## src/rtl/key_pkg.sv

```systemverilog
// key_pkg: direction codes, PS/2 scan codes and prefix-FSM states for dir_key_decoder
package key_pkg;
  localparam logic [2:0] DIR_UP    = 3'd0;
  localparam logic [2:0] DIR_LEFT  = 3'd1;
  localparam logic [2:0] DIR_DOWN  = 3'd2;
  localparam logic [2:0] DIR_RIGHT = 3'd3;
  localparam logic [7:0] SC_E0    = 8'hE0;
  localparam logic [7:0] SC_F0    = 8'hF0;
  localparam logic [7:0] SC_UP    = 8'h75;
  localparam logic [7:0] SC_LEFT  = 8'h6B;
  localparam logic [7:0] SC_DOWN  = 8'h72;
  localparam logic [7:0] SC_RIGHT = 8'h74;
  localparam logic [7:0] SC_W     = 8'h1D;
  localparam logic [7:0] SC_A     = 8'h1C;
  localparam logic [7:0] SC_S     = 8'h1B;
  localparam logic [7:0] SC_D     = 8'h23;
  typedef enum logic [1:0] {ST_IDLE, ST_EXT, ST_BRK, ST_EXT_BRK} state_t;
  // Returns {hit, dir_id} for a byte against one up/left/down/right code set
  function automatic logic [2:0] dir_lookup(input logic [7:0] b, input logic [7:0] u,
                                            input logic [7:0] l, input logic [7:0] d,
                                            input logic [7:0] r);
    return b == u ? {1'b1, DIR_UP[1:0]} :
           b == l ? {1'b1, DIR_LEFT[1:0]} :
           b == d ? {1'b1, DIR_DOWN[1:0]} :
           b == r ? {1'b1, DIR_RIGHT[1:0]} : 3'b000;
  endfunction
endpackage

```

## src/rtl/dir_key_decoder_if.sv

```systemverilog
// dir_key_decoder_if: PS/2 byte stream in, key/key_num direction interface out
interface dir_key_decoder_if;
  logic       byte_valid;
  logic [7:0] byte_data;
  logic       key;
  logic [2:0] key_num;
  modport master (output byte_valid, output byte_data, input key, input key_num);
  modport slave  (input byte_valid, input byte_data, output key, output key_num);
endinterface

```

## src/rtl/dir_stack.sv

```systemverilog
// dir_stack: recency-ordered stack of held direction ids with depth counter
module dir_stack (
  input  logic       clk,
  input  logic       rst,
  input  logic       i_push,
  input  logic       i_remove,
  input  logic [1:0] i_id,
  output logic [1:0] o_top,
  output logic [2:0] o_depth
);
  logic [1:0] r_stk [4];
  logic [2:0] r_depth;
  logic [1:0] w_pos;
  // Locate the live slot holding the id being removed
  always_comb begin
    w_pos = 2'd0;
    for (int i = 0; i < 4; i++) if (r_stk[i] == i_id && 3'(i) < r_depth) w_pos = 2'(i);
  end
  // Push on top, or remove and shift the entries above it down one slot
  always_ff @(posedge clk) begin
    if (rst) begin
      r_depth <= 3'd0;
      for (int i = 0; i < 4; i++) r_stk[i] <= 2'd0;
    end else if (i_push) begin
      r_stk[r_depth[1:0]] <= i_id;
      r_depth <= r_depth + 3'd1;
    end else if (i_remove) begin
      for (int i = 0; i < 3; i++) if (2'(i) >= w_pos) r_stk[i] <= r_stk[i+1];
      r_depth <= r_depth - 3'd1;
    end
  end
  assign o_top   = r_stk[2'(r_depth - 3'd1)];
  assign o_depth = r_depth;
endmodule

```

## src/rtl/dir_key_decoder.sv

```systemverilog
// dir_key_decoder: PS/2 scan codes to most-recent held direction; WASD keys when DIR_KEY_WASD_EN is defined
module dir_key_decoder
  import key_pkg::*;
(
  input logic          clk,
  input logic          rst,
  dir_key_decoder_if.slave bus
);
  state_t     r_state;
  state_t     w_state_nxt;
  logic [3:0] r_arrow_held, w_arrow_nxt, w_wasd_held, w_wasd_nxt, w_held_old, w_held_new;
  logic [2:0] w_arw, w_wsd, r_key_num, w_depth;
  logic [1:0] w_id, w_top;
  logic       w_ext, w_brk, w_pfx, w_done, w_push, w_remove;
  assign w_ext = r_state == ST_EXT || r_state == ST_EXT_BRK;
  assign w_brk = r_state == ST_BRK || r_state == ST_EXT_BRK;
  assign w_pfx = !w_brk && (bus.byte_data == SC_E0 || bus.byte_data == SC_F0);
  assign w_done = bus.byte_valid && !w_pfx;
  assign w_arw = w_ext ? dir_lookup(bus.byte_data, SC_UP, SC_LEFT, SC_DOWN, SC_RIGHT) : 3'b000;
`ifdef DIR_KEY_WASD_EN
  logic [3:0] r_wasd_held;
  assign w_wasd_held = r_wasd_held;
  assign w_wsd = w_ext ? 3'b000 : dir_lookup(bus.byte_data, SC_W, SC_A, SC_S, SC_D);
  // WASD source bits follow completed non-extended make/break codes
  always_ff @(posedge clk) begin
    if (rst) r_wasd_held <= 4'd0;
    else r_wasd_held <= w_wasd_nxt;
  end
`else
  assign w_wasd_held = 4'd0;
  assign w_wsd = 3'b000;
`endif
  // Next source-held bits and stack strobes from the completing byte
  always_comb begin
    w_arrow_nxt = r_arrow_held;
    w_wasd_nxt = w_wasd_held;
    if (w_done && w_arw[2]) w_arrow_nxt[w_arw[1:0]] = !w_brk;
    if (w_done && w_wsd[2]) w_wasd_nxt[w_wsd[1:0]] = !w_brk;
    w_id = w_arw[2] ? w_arw[1:0] : w_wsd[1:0];
    w_held_old = r_arrow_held | w_wasd_held;
    w_held_new = w_arrow_nxt | w_wasd_nxt;
    w_push = w_held_new[w_id] && !w_held_old[w_id];
    w_remove = !w_held_new[w_id] && w_held_old[w_id];
    w_state_nxt = !w_brk && bus.byte_data == SC_E0 ? ST_EXT :
                  !w_brk && bus.byte_data == SC_F0 ? (w_ext ? ST_EXT_BRK : ST_BRK) : ST_IDLE;
  end
  // Prefix FSM advances only on strobed bytes; arrow bits track completed codes
  always_ff @(posedge clk) begin
    if (rst) begin
      r_state <= ST_IDLE;
      r_arrow_held <= 4'd0;
    end else begin
      if (bus.byte_valid) r_state <= w_state_nxt;
      r_arrow_held <= w_arrow_nxt;
    end
  end
  dir_stack u_stack (
    .clk      (clk),
    .rst      (rst),
    .i_push   (w_push),
    .i_remove (w_remove),
    .i_id     (w_id),
    .o_top    (w_top),
    .o_depth  (w_depth)
  );
  // Remember the last reported direction so key_num holds once the stack empties
  always_ff @(posedge clk) begin
    if (rst) r_key_num <= 3'd0;
    else if (w_depth != 3'd0) r_key_num <= {1'b0, w_top};
  end
  assign bus.key = w_depth != 3'd0;
  assign bus.key_num = w_depth != 3'd0 ? {1'b0, w_top} : r_key_num;
endmodule

```

## src/flat_wrapper.sv

```systemverilog
// flat-port wrapper written by rule: the top's interface ports become plain ports
module dir_key_decoder_flat import key_pkg::*;
  (clk, rst, bus_byte_valid, bus_byte_data, bus_key, bus_key_num);
  dir_key_decoder_if bus_i ();
  input logic clk;
  input logic rst;
  input wire logic [$bits(bus_i.byte_valid)-1:0] bus_byte_valid;
  input wire logic [$bits(bus_i.byte_data)-1:0] bus_byte_data;
  output wire logic [$bits(bus_i.key)-1:0] bus_key;
  output wire logic [$bits(bus_i.key_num)-1:0] bus_key_num;
  assign bus_i.byte_valid = bus_byte_valid;
  assign bus_i.byte_data = bus_byte_data;
  assign bus_key = bus_i.key;
  assign bus_key_num = bus_i.key_num;
  dir_key_decoder u_core (.clk(clk), .rst(rst), .bus(bus_i));
endmodule
```

## config.mk

```make
export PLATFORM = sky130hd
export DESIGN_NAME = dir_key_decoder_flat
export DESIGN_NICKNAME = d
export VERILOG_FILES = /design/src/rtl/key_pkg.sv /design/src/rtl/dir_key_decoder_if.sv /design/src/rtl/dir_stack.sv /design/src/rtl/dir_key_decoder.sv /design/src/flat_wrapper.sv
export SDC_FILE = /design/constraint.sdc
export NUM_CORES = 1
export LEC_CHECK = 0
export ABC_CLOCK_PERIOD_IN_PS = 3400
export BUFFER_PORTS_ARGS = -buffer_cell sky130_fd_sc_hd__buf_2
export CORE_MARGIN = 2
export CORE_UTILIZATION = 48
export CTS_CLUSTER_SIZE = 28
export DETAILED_ROUTE_END_ITERATION = 8
export GPL_TIMING_DRIVEN = 0
export PLACE_DENSITY = 0.67
export SLEW_MARGIN = 20
export SYNTH_ARGS = -nofsm -noshare
export SYNTH_HDL_FRONTEND = slang
export SYNTH_SLANG_ARGS = --single-unit
```

## constraint.sdc

```tcl
create_clock -name clk -period 3.4 [get_ports clk]
set_input_delay 0.51 -clock clk [delete_from_list [all_inputs] [get_ports clk]]
set_output_delay 0.51 -clock clk [all_outputs]
set_load 0.05 [all_outputs]
```

==> metrics, run 1 <==
P_leak 0.626 nW; Non-Filler Instances 210; number of clock sinks 20; CTS max path bufs 2; worst slack at placement -0.317 ns; RSZ-0062 raised after global routing no; CP delay by family, top simple AND/OR/NAND/NOR gates; Gate power share 10.1%; worst hold path startpoint bus_byte_valid; hold buffers post-CTS 0; antenna violations before repair 0; Syn Nets 177; status finished clean; final hold viol count 0; Total Neg Setup Slack 0 ns; met1 Use GR 28.6%; Vias 1,283; final setup violation count 0; Initial Util 49.8%; first drt pass iteration count 4; Setup Fix Bufs, Post-CTS 0; crit share post-route 91.6%; syn avg cell area 9.40 um2; hold_ws 0.437 ns; Ports 15; register area share after synthesis 32.2%; most frequent cells in the layout buf_2, dfxtp_1, nor2_1, nand2_1, a21oi_1; clk_skew 0.00117 ns; Critical Path Sink Type flop; die area 0.00357 mm2; most common cell after layout, fill and taps aside buf_2; post-route ant nets 0; Critical Path RT 3.44 ns; Sw Share 25.7%; GRT met3 Usage 2.60%; Largest stage delay, worst path 0.44 ns; clock power share 28.8%; clock-pin slew on the worst setup and hold paths 0.12 ns; Die Y 59.8 um; Resized cells post-CTS 0; first-pass GRT wire length 5.66 mm; CP Launch Type input pin; CP max-delay cell or3b_4; Worst Path Arrival 3.15 ns; Worst Tran Pin Value 0.465 ns; leading post-synthesis cells by cell area dfxtp_1, edfxtp_1, ha_1, mux2i_1, a21oi_1; Synth cell types 51; port buffer count 14; Post-Syn Instances 159; Worst VDD drop 0.132 mV; CTS buffer count 3; clk root buf clkbuf_4; CP max FO 10; cell taking the most area after synthesis dfxtp_1; H-tree depth 1; DP Wirelength 2.58 mm; number of global-route vias before repair 1,234; drt initial violations 85; wirelength, routed 3.32 mm; #FFs+latches synth 20; CP Cell Sequence buf_2 -> or3b_4 -> nor3_4 -> buf_6 -> mux2i_1 -> nor3_2 -> or3_1 -> ha_1 -> clkbuf_2 -> nor2b_2 -> o21ai_1 -> nand2_1; GRT Total Usage 21.0%; Final Instance Area 0.00164 mm2; Residual DRC 0; Placed Cells 206; gpl congestion 0.862; Max Freq 321 MHz; relative slew slack 69.0%; Antenna diodes 0; most used routing layer met2; num rows 20; largest net degree at the start of global routing 12; crit path buf inv count 3; Cell Int Power 0.312 mW; dpl cell area 0.00161 mm2; Vias/cell 6.11; core area 0.00300 mm2; Max Cap Violations 0; Cell Area, Synth 0.00149 mm2; shortest period the worst path allows 3.12 ns; worst setup path startpoint bus_byte_data[4]; CTS tree yes; Wirelength per Cell 15.8 um; Warnings, synthesis 0; grt met2 use 34.6%; P&R area growth vs syn 9.88%; Tot Pwr 0.421 mW; Final Net Count 196; pwr dens 256 mW/mm2; power share of the sequential group 61.0%; total congestion overflow 0; Die W 59.8 um; Max Slew Vio Count 0; Clock Latency Late Sink 0.30 ns; final core utilization 54.7%; critical path class input pin to flop; Yosys top cell area share 16.1%; Psw 0.108 mW; Worst R2R Start u_core.r_state[0]; worst hold-check path type input pin to flop; final worst slack 0.285 ns; layout cells sized above 1 20.3%
[cell usage after synthesis, drive strengths merged]
cell / n
nand3: 8
or3: 4
nor2b: 5
or4b: 1
buf: 2
mux2: 2
nand2: 10
nor2: 12
xor2: 2
nand2b: 5
nand4b: 2
and3: 2
mux4: 2
o22a: 1
a21oi: 10
xnor2: 3
or4bb: 1
ha: 7
and4b: 1
a41oi: 2
nand3b: 5
a21o: 3
a31oi: 1
nor4: 1
o211ai: 3
a211oi: 1
a2111oi: 1
o21ai: 9
mux2i: 7
nor3: 4
o22ai: 1
nand4bb: 1
o31ai: 2
o21bai: 1
or3b: 1
inv: 7
nand4: 2
edfxtp: 8
nor4b: 1
clkbuf: 3
o2111a: 2
dfxtp: 12
or4: 1
[path summary, 6_finish.rpt]
path,slack (ns),end,cells after the start
worst max-delay path,0.28,u_core.u_stack.r_stk[2][0],12
worst min-delay path,0.44,u_core.r_state[0],2
worst max register to register,0.34,u_core.u_stack.r_stk[2][0],11
worst min register to register,0.46,u_core.r_key_num[2],2
[layer usage]
metal | vias to the layer above | share of wire [%]
met5 | - | 0
met4 | 0 | 1.4
met3 | 5 | 6.6
met2 | 41 | 46
met1 | 602 | 46
li1 | 635 | -
[final cells by class]
class,count,area (um2)
clock inverters,1,3.75
plain buffers,5,27.5
multi-input cells,127,970
inverters,7,26.3
well taps,33,41.3
clock buffers,3,22.5
repair buffers,14,70.1
fillers,296,1360
flip-flops and latches,20,480
[power groups by stage]
stage / logic (mW) / registers, mW / clock network, mW
floorplan: 0.0250 / 0.260 / 0
global placement: 0.0404 / 0.262 / 0
detailed placement: 0.0418 / 0.262 / 0
CTS: 0.0421 / 0.257 / 0.122
global route: 0.0470 / 0.257 / 0.131
finish: 0.0426 / 0.257 / 0.121
[kinds of logic (layout without fill, tap and decap cells)]
family	Yosys count	count (layout)	synth area share, %
AOI/OAI and AO/OA	37	37	17.4
xor gates and xnor gates	5	5	3.43
adders and majority gates	7	7	5.86
buffers and inverters	12	30	3.52
DFF	20	20	32.2
muxes	11	11	9.21
and+or+nand+nor	67	67	28.4
[state kept, by name, summed over array words and instances (netlist names)]
name	count
u_core.r_state	2
u_core.u_stack.o_depth	3
u_core.r_key_num	3
u_core.r_arrow_held	4
u_core.u_stack.r_stk	8
No activity file was read; power rests on OpenSTA's default activity.
==> run 2: changes to the inputs <==
Settings changed: CTS_BUF_LIST set to sky130_fd_sc_hd__clkbuf_8.
==> metrics, run 2 (synthesis results as in run 1) <==
status finished clean; Worst VDD drop 0.157 mV; fill count 296; final hold viol count 0; port buffer count 14; CP max-delay cell or3b_4; shortest period the worst path allows 3.17 ns; layout cells sized above 1 20.3%; dpl cell area 0.00161 mm2; clock-pin slew on the worst setup and hold paths 0.07 ns; Max Slew Vio Count 0; Max Cap Violations 0; CP Cell Sequence buf_2 -> or3b_4 -> nor3_4 -> buf_6 -> mux2i_1 -> nor3_2 -> or3_1 -> ha_1 -> clkbuf_2 -> nor2b_2 -> o21ai_1 -> nand2_1; critical path class input pin to flop; clock power share 35.5%; core area 0.00300 mm2; CP delay by family, top simple AND/OR/NAND/NOR gates; DP Wirelength 2.58 mm; power share of the sequential group 55.2%; first drt pass iteration count 5; Critical Path Sink Type flop; total congestion overflow 0; Antenna diodes 0; H-tree depth 1; CTS max path bufs 2; first-pass GRT wire length 5.76 mm; Critical Path RT 3.39 ns; Sw Share 24.7%; wirelength, routed 3.37 mm; Sequential cell area 480 um2; Largest stage delay, worst path 0.43 ns; P_leak 0.634 nW; worst hold-check path type flop to flop; crit share post-route 93.3%; relative slew slack 69.0%; crit path buf inv count 3; num rows 20; Setup Fix Bufs, Post-CTS 0; Worst Tran Pin Value 0.465 ns; GRT Total Usage 21.6%; CP Launch Type input pin; Clock Latency Late Sink 0.27 ns; final core utilization 55.3%; number of global-route vias before repair 1,261; most frequent cells in the layout buf_2, dfxtp_1, nor2_1, nand2_1, a21oi_1; CTS tree yes; RSZ-0062 raised after global routing no; clk root buf clkbuf_8; Psw 0.115 mW; Cell Int Power 0.350 mW; Multi-input gate area 970 um2; Top reg by flops u_core.u_stack.r_stk; pwr dens 280 mW/mm2; Ports 15; largest net degree at the start of global routing 12; clk_skew 0.00162 ns; leading registers by flop count u_core.u_stack.r_stk x8, u_core.r_arrow_held x4; most common cell after layout, fill and taps aside buf_2; Total Neg Setup Slack 0 ns; Gate power share 9.2%; Residual DRC 0; die area 0.00357 mm2; Final Instance Area 0.00166 mm2; gpl congestion 0.862; final setup violation count 0; drt initial violations 54; post-route ant nets 0; Die Y 59.8 um; CTS buffer count 3; Initial Util 49.8%; antenna violations before repair 0; Final Net Count 196; Die W 59.8 um; max reg flops 8; number of clock sinks 20; CP max FO 10; Worst Path Arrival 3.16 ns; Wirelength per Cell 16.1 um; Vias/cell 6.16; Vias 1,294; P&R area growth vs syn 11.1%; Max Freq 315 MHz
run 2: cell types whose count changed in the layout (fill, tap and decap cells not counted):
cell      change
clkbuf_8      +3
clkbuf_4      -3
run 2: area by class of cell:
| cell class | count | share of cell area (%) |
|---|---|---|
| Clock buffer | 3 | 2.49 |
| Timing Repair Buffer | 14 | 4.22 |
| Sequential cell | 20 | 28.9 |
| Multi-Input combinational cell | 127 | 58.4 |
| Clock inverter | 1 | 0.226 |
| Inverter | 7 | 1.58 |
| Buffer | 5 | 1.66 |
| Tap cell | 33 | 2.49 |
run 2: per-stage QoR:
stage                     hold slack, ns  power (mW)  setup slack, ns  instances
after floorplan                    0.421       0.285            0.260        159
after global placement             0.433       0.302           -0.252        206
after CTS                          0.455       0.467           0.0797        210
final                              0.449       0.465            0.229        210
after detailed placement           0.444       0.304           -0.317        206
after global routing               0.489       0.479           0.0272        210
run 2: worst reg2reg max path: stages, from the launching register on:
cell and delay (ns):
dfxtp_1 0.39, nand4b_2 0.26, nor3_4 0.35, buf_6 0.20, mux2i_1 0.27, nor3_2 0.07, or3_1 0.36, ha_1 0.22
clkbuf_2 0.21, nor2b_2 0.26, o21ai_1 0.11, nand2_1 0.10
run 2: routing by layer:
layer	share of wire [%]	wire length (um)	global-route usage, %
met3	4.8	162	2.60
met1	46	1560	28.5
met5	0	0	0
met2	47	1590	35.7
met4	1.7	56	8.25
run 2: power groups by stage:
| stage | clock network [mW] | registers (mW) | logic [mW] |
|---|---|---|---|
| finish | 0.165 | 0.257 | 0.0429 |
| detailed placement | 0 | 0.262 | 0.0418 |
| floorplan | 0 | 0.260 | 0.0250 |
| global route | 0.175 | 0.257 | 0.0469 |
| global placement | 0 | 0.262 | 0.0404 |
| CTS | 0.169 | 0.257 | 0.0420 |
run 2: path summary, 6_finish.rpt:
kind                           endpoint  slack [ns]           startpoint  cells past startpoint
max          u_core.u_stack.r_stk[2][0]        0.23     bus_byte_data[4]                     12
min                 u_core.r_key_num[2]        0.45  u_core.r_key_num[2]                      2
max reg2reg  u_core.u_stack.r_stk[2][0]        0.33    u_core.r_state[0]                     11
min reg2reg         u_core.r_key_num[2]        0.45  u_core.r_key_num[2]                      2
run 2: timing repair:
action                                 in CTS  in global routing
pin swaps                                   0                  0
hold buffers                                0                  0
setup endpoints to repair                   2                 13
gates resized for setup                     1                  3
endpoints found under the hold margin       0                  0
==> run 3: changes to the inputs <==
Settings changed: ABC_CLOCK_PERIOD_IN_PS 3400 to 3500.
Clock period 3.4 ns to 3.5 ns, I/O delays scaled along.
==> metrics, run 3 (synthesis results as in run 1) <==
CTS max path bufs 2; final hold viol count 0; most common cell after layout, fill and taps aside buf_2; most frequent cells in the layout buf_2, dfxtp_1, nor2_1, nand2_1, a21oi_1; core area 0.00300 mm2; number of clock sinks 20; P_leak 0.625 nW; die area 0.00357 mm2; Largest stage delay, worst path 0.43 ns; Antenna diodes 0; crit path to u_core.u_stack.r_stk[2][0]; WP depth 12; final worst slack 0.234 ns; gpl congestion 0.862; worst r2r dst u_core.u_stack.r_stk[2][0]; CP max-delay cell or3b_4; Cell Int Power 0.340 mW; Ports 15; first-pass GRT wire length 5.76 mm; RSZ-0062 raised after global routing no; Worst Path Arrival 3.25 ns; Gate power share 9.1%; Die Y 59.8 um; fill count 298; port buffer count 14; number of global-route vias before repair 1,261; worst setup path startpoint bus_byte_data[4]; Vias 1,288; Critical Path RT 3.49 ns; crit path buf inv count 3; power share of the sequential group 55.3%; Max Slew Vio Count 0; CTS buffer count 3; max reg flops 8; Worst R2R Start u_core.r_state[0]; reg2reg path depth 11; antenna violations before repair 0; drt initial violations 50; worst hold-check path type flop to flop; final setup violation count 0; r2r setup slk 0.37 ns; Critical Path Sink Type flop; Sw Share 24.5%; critical path class input pin to flop; P&R area growth vs syn 10.7%; CP Cell Sequence buf_2 -> or3b_4 -> nor3_2 -> buf_6 -> mux2i_1 -> nor3_2 -> or3_1 -> ha_1 -> clkbuf_2 -> nor2b_2 -> o21ai_1 -> nand2_1; GRT Total Usage 21.6%; pwr dens 272 mW/mm2; total congestion overflow 0; CTS tree yes; crit share post-route 93.3%; H-tree depth 1; clk root buf clkbuf_8; clk_skew 0.00161 ns; clock power share 35.6%; Initial Util 49.8%; Max Freq 306 MHz; hold_ws 0.449 ns; leading registers by flop count u_core.u_stack.r_stk x8, u_core.r_arrow_held x4; relative slew slack 69.1%; DP Wirelength 2.58 mm; layout cells sized above 1 20.3%; Max Cap Violations 0; CP Launch Type input pin; wirelength, routed 3.38 mm; status finished clean; Worst VDD drop 0.152 mV; shortest period the worst path allows 3.27 ns; num rows 20; first drt pass iteration count 5; worst slack at placement -0.232 ns; hold buffers post-CTS 0; Psw 0.111 mW; post-route ant nets 0; Wirelength per Cell 16.1 um; Vias/cell 6.13; Residual DRC 0; CP delay by family, top simple AND/OR/NAND/NOR gates; Top reg by flops u_core.u_stack.r_stk; largest net degree at the start of global routing 12; Die W 59.8 um; most used cell, CP nor3_2; Worst Tran Pin Value 0.464 ns; Resized cells post-CTS 0; final core utilization 55.1%; CP max FO 10; Final Net Count 196; clock-pin slew on the worst setup and hold paths 0.07 ns; Clock Latency Late Sink 0.27 ns; Setup Fix Bufs, Post-CTS 0
run 3: tightest hold or removal path: cells and delay by family (launching register included):
kind	cells	cell delay, ns
AND/OR/NAND/NOR	1	0.05
flip-flops	1	0.30
buffers and inverters	1	0.06
run 3: cell type report:
cell class                 instances  area, um2  share of cell area, %
timing repair buffer              14       70.1                   4.24
multi-input combinational        127        963                   58.2
buffer                             5       27.5                   1.66
clock inverter                     1       3.75                  0.227
inverter                           7       26.3                   1.59
clock buffer                       3       41.3                   2.50
tap                               33       41.3                   2.50
sequential                        20        480                   29.0
run 3: power by group through the flow:
stage | Sequential [mW] | Combinational, mW | Clock, mW
global route | 0.250 | 0.0448 | 0.170
CTS | 0.249 | 0.0408 | 0.164
floorplan | 0.253 | 0.0243 | 0
detailed placement | 0.255 | 0.0406 | 0
finish | 0.249 | 0.0409 | 0.160
global placement | 0.255 | 0.0392 | 0
run 3: worst min path at each step:
stage / startpoint / endpoint / cells after the start
finish: u_core.r_key_num[2] / u_core.r_key_num[2] / 2
global route: u_core.r_key_num[2] / u_core.r_key_num[2] / 2
CTS: u_core.r_key_num[2] / u_core.r_key_num[2] / 2
detailed placement: u_core.r_key_num[2] / u_core.r_key_num[2] / 2
global placement: u_core.r_key_num[2] / u_core.r_key_num[2] / 2
floorplan: u_core.r_key_num[2] / u_core.r_key_num[2] / 2
run 3: routing by layer:
layer | track usage [%] | part of all wire (%) | vias to the layer above
li1 | - | - | 633
met1 | 28.5 | 47 | 621
met2 | 35.7 | 47 | 29
met3 | 2.60 | 4.7 | 5
met4 | 8.25 | 1.7 | 0
met5 | 0 | 0 | -
run 3: per-stage QoR:
stage	TNS [ns]	instance area [um2]	std cells	total power, mW
after global placement	-0.695	1610	206	0.294
after CTS	0	1650	210	0.454
final	0	1650	210	0.451
after global routing	0	1650	210	0.465
after floorplan	0	1490	159	0.277
after detailed placement	-1.13	1610	206	0.295
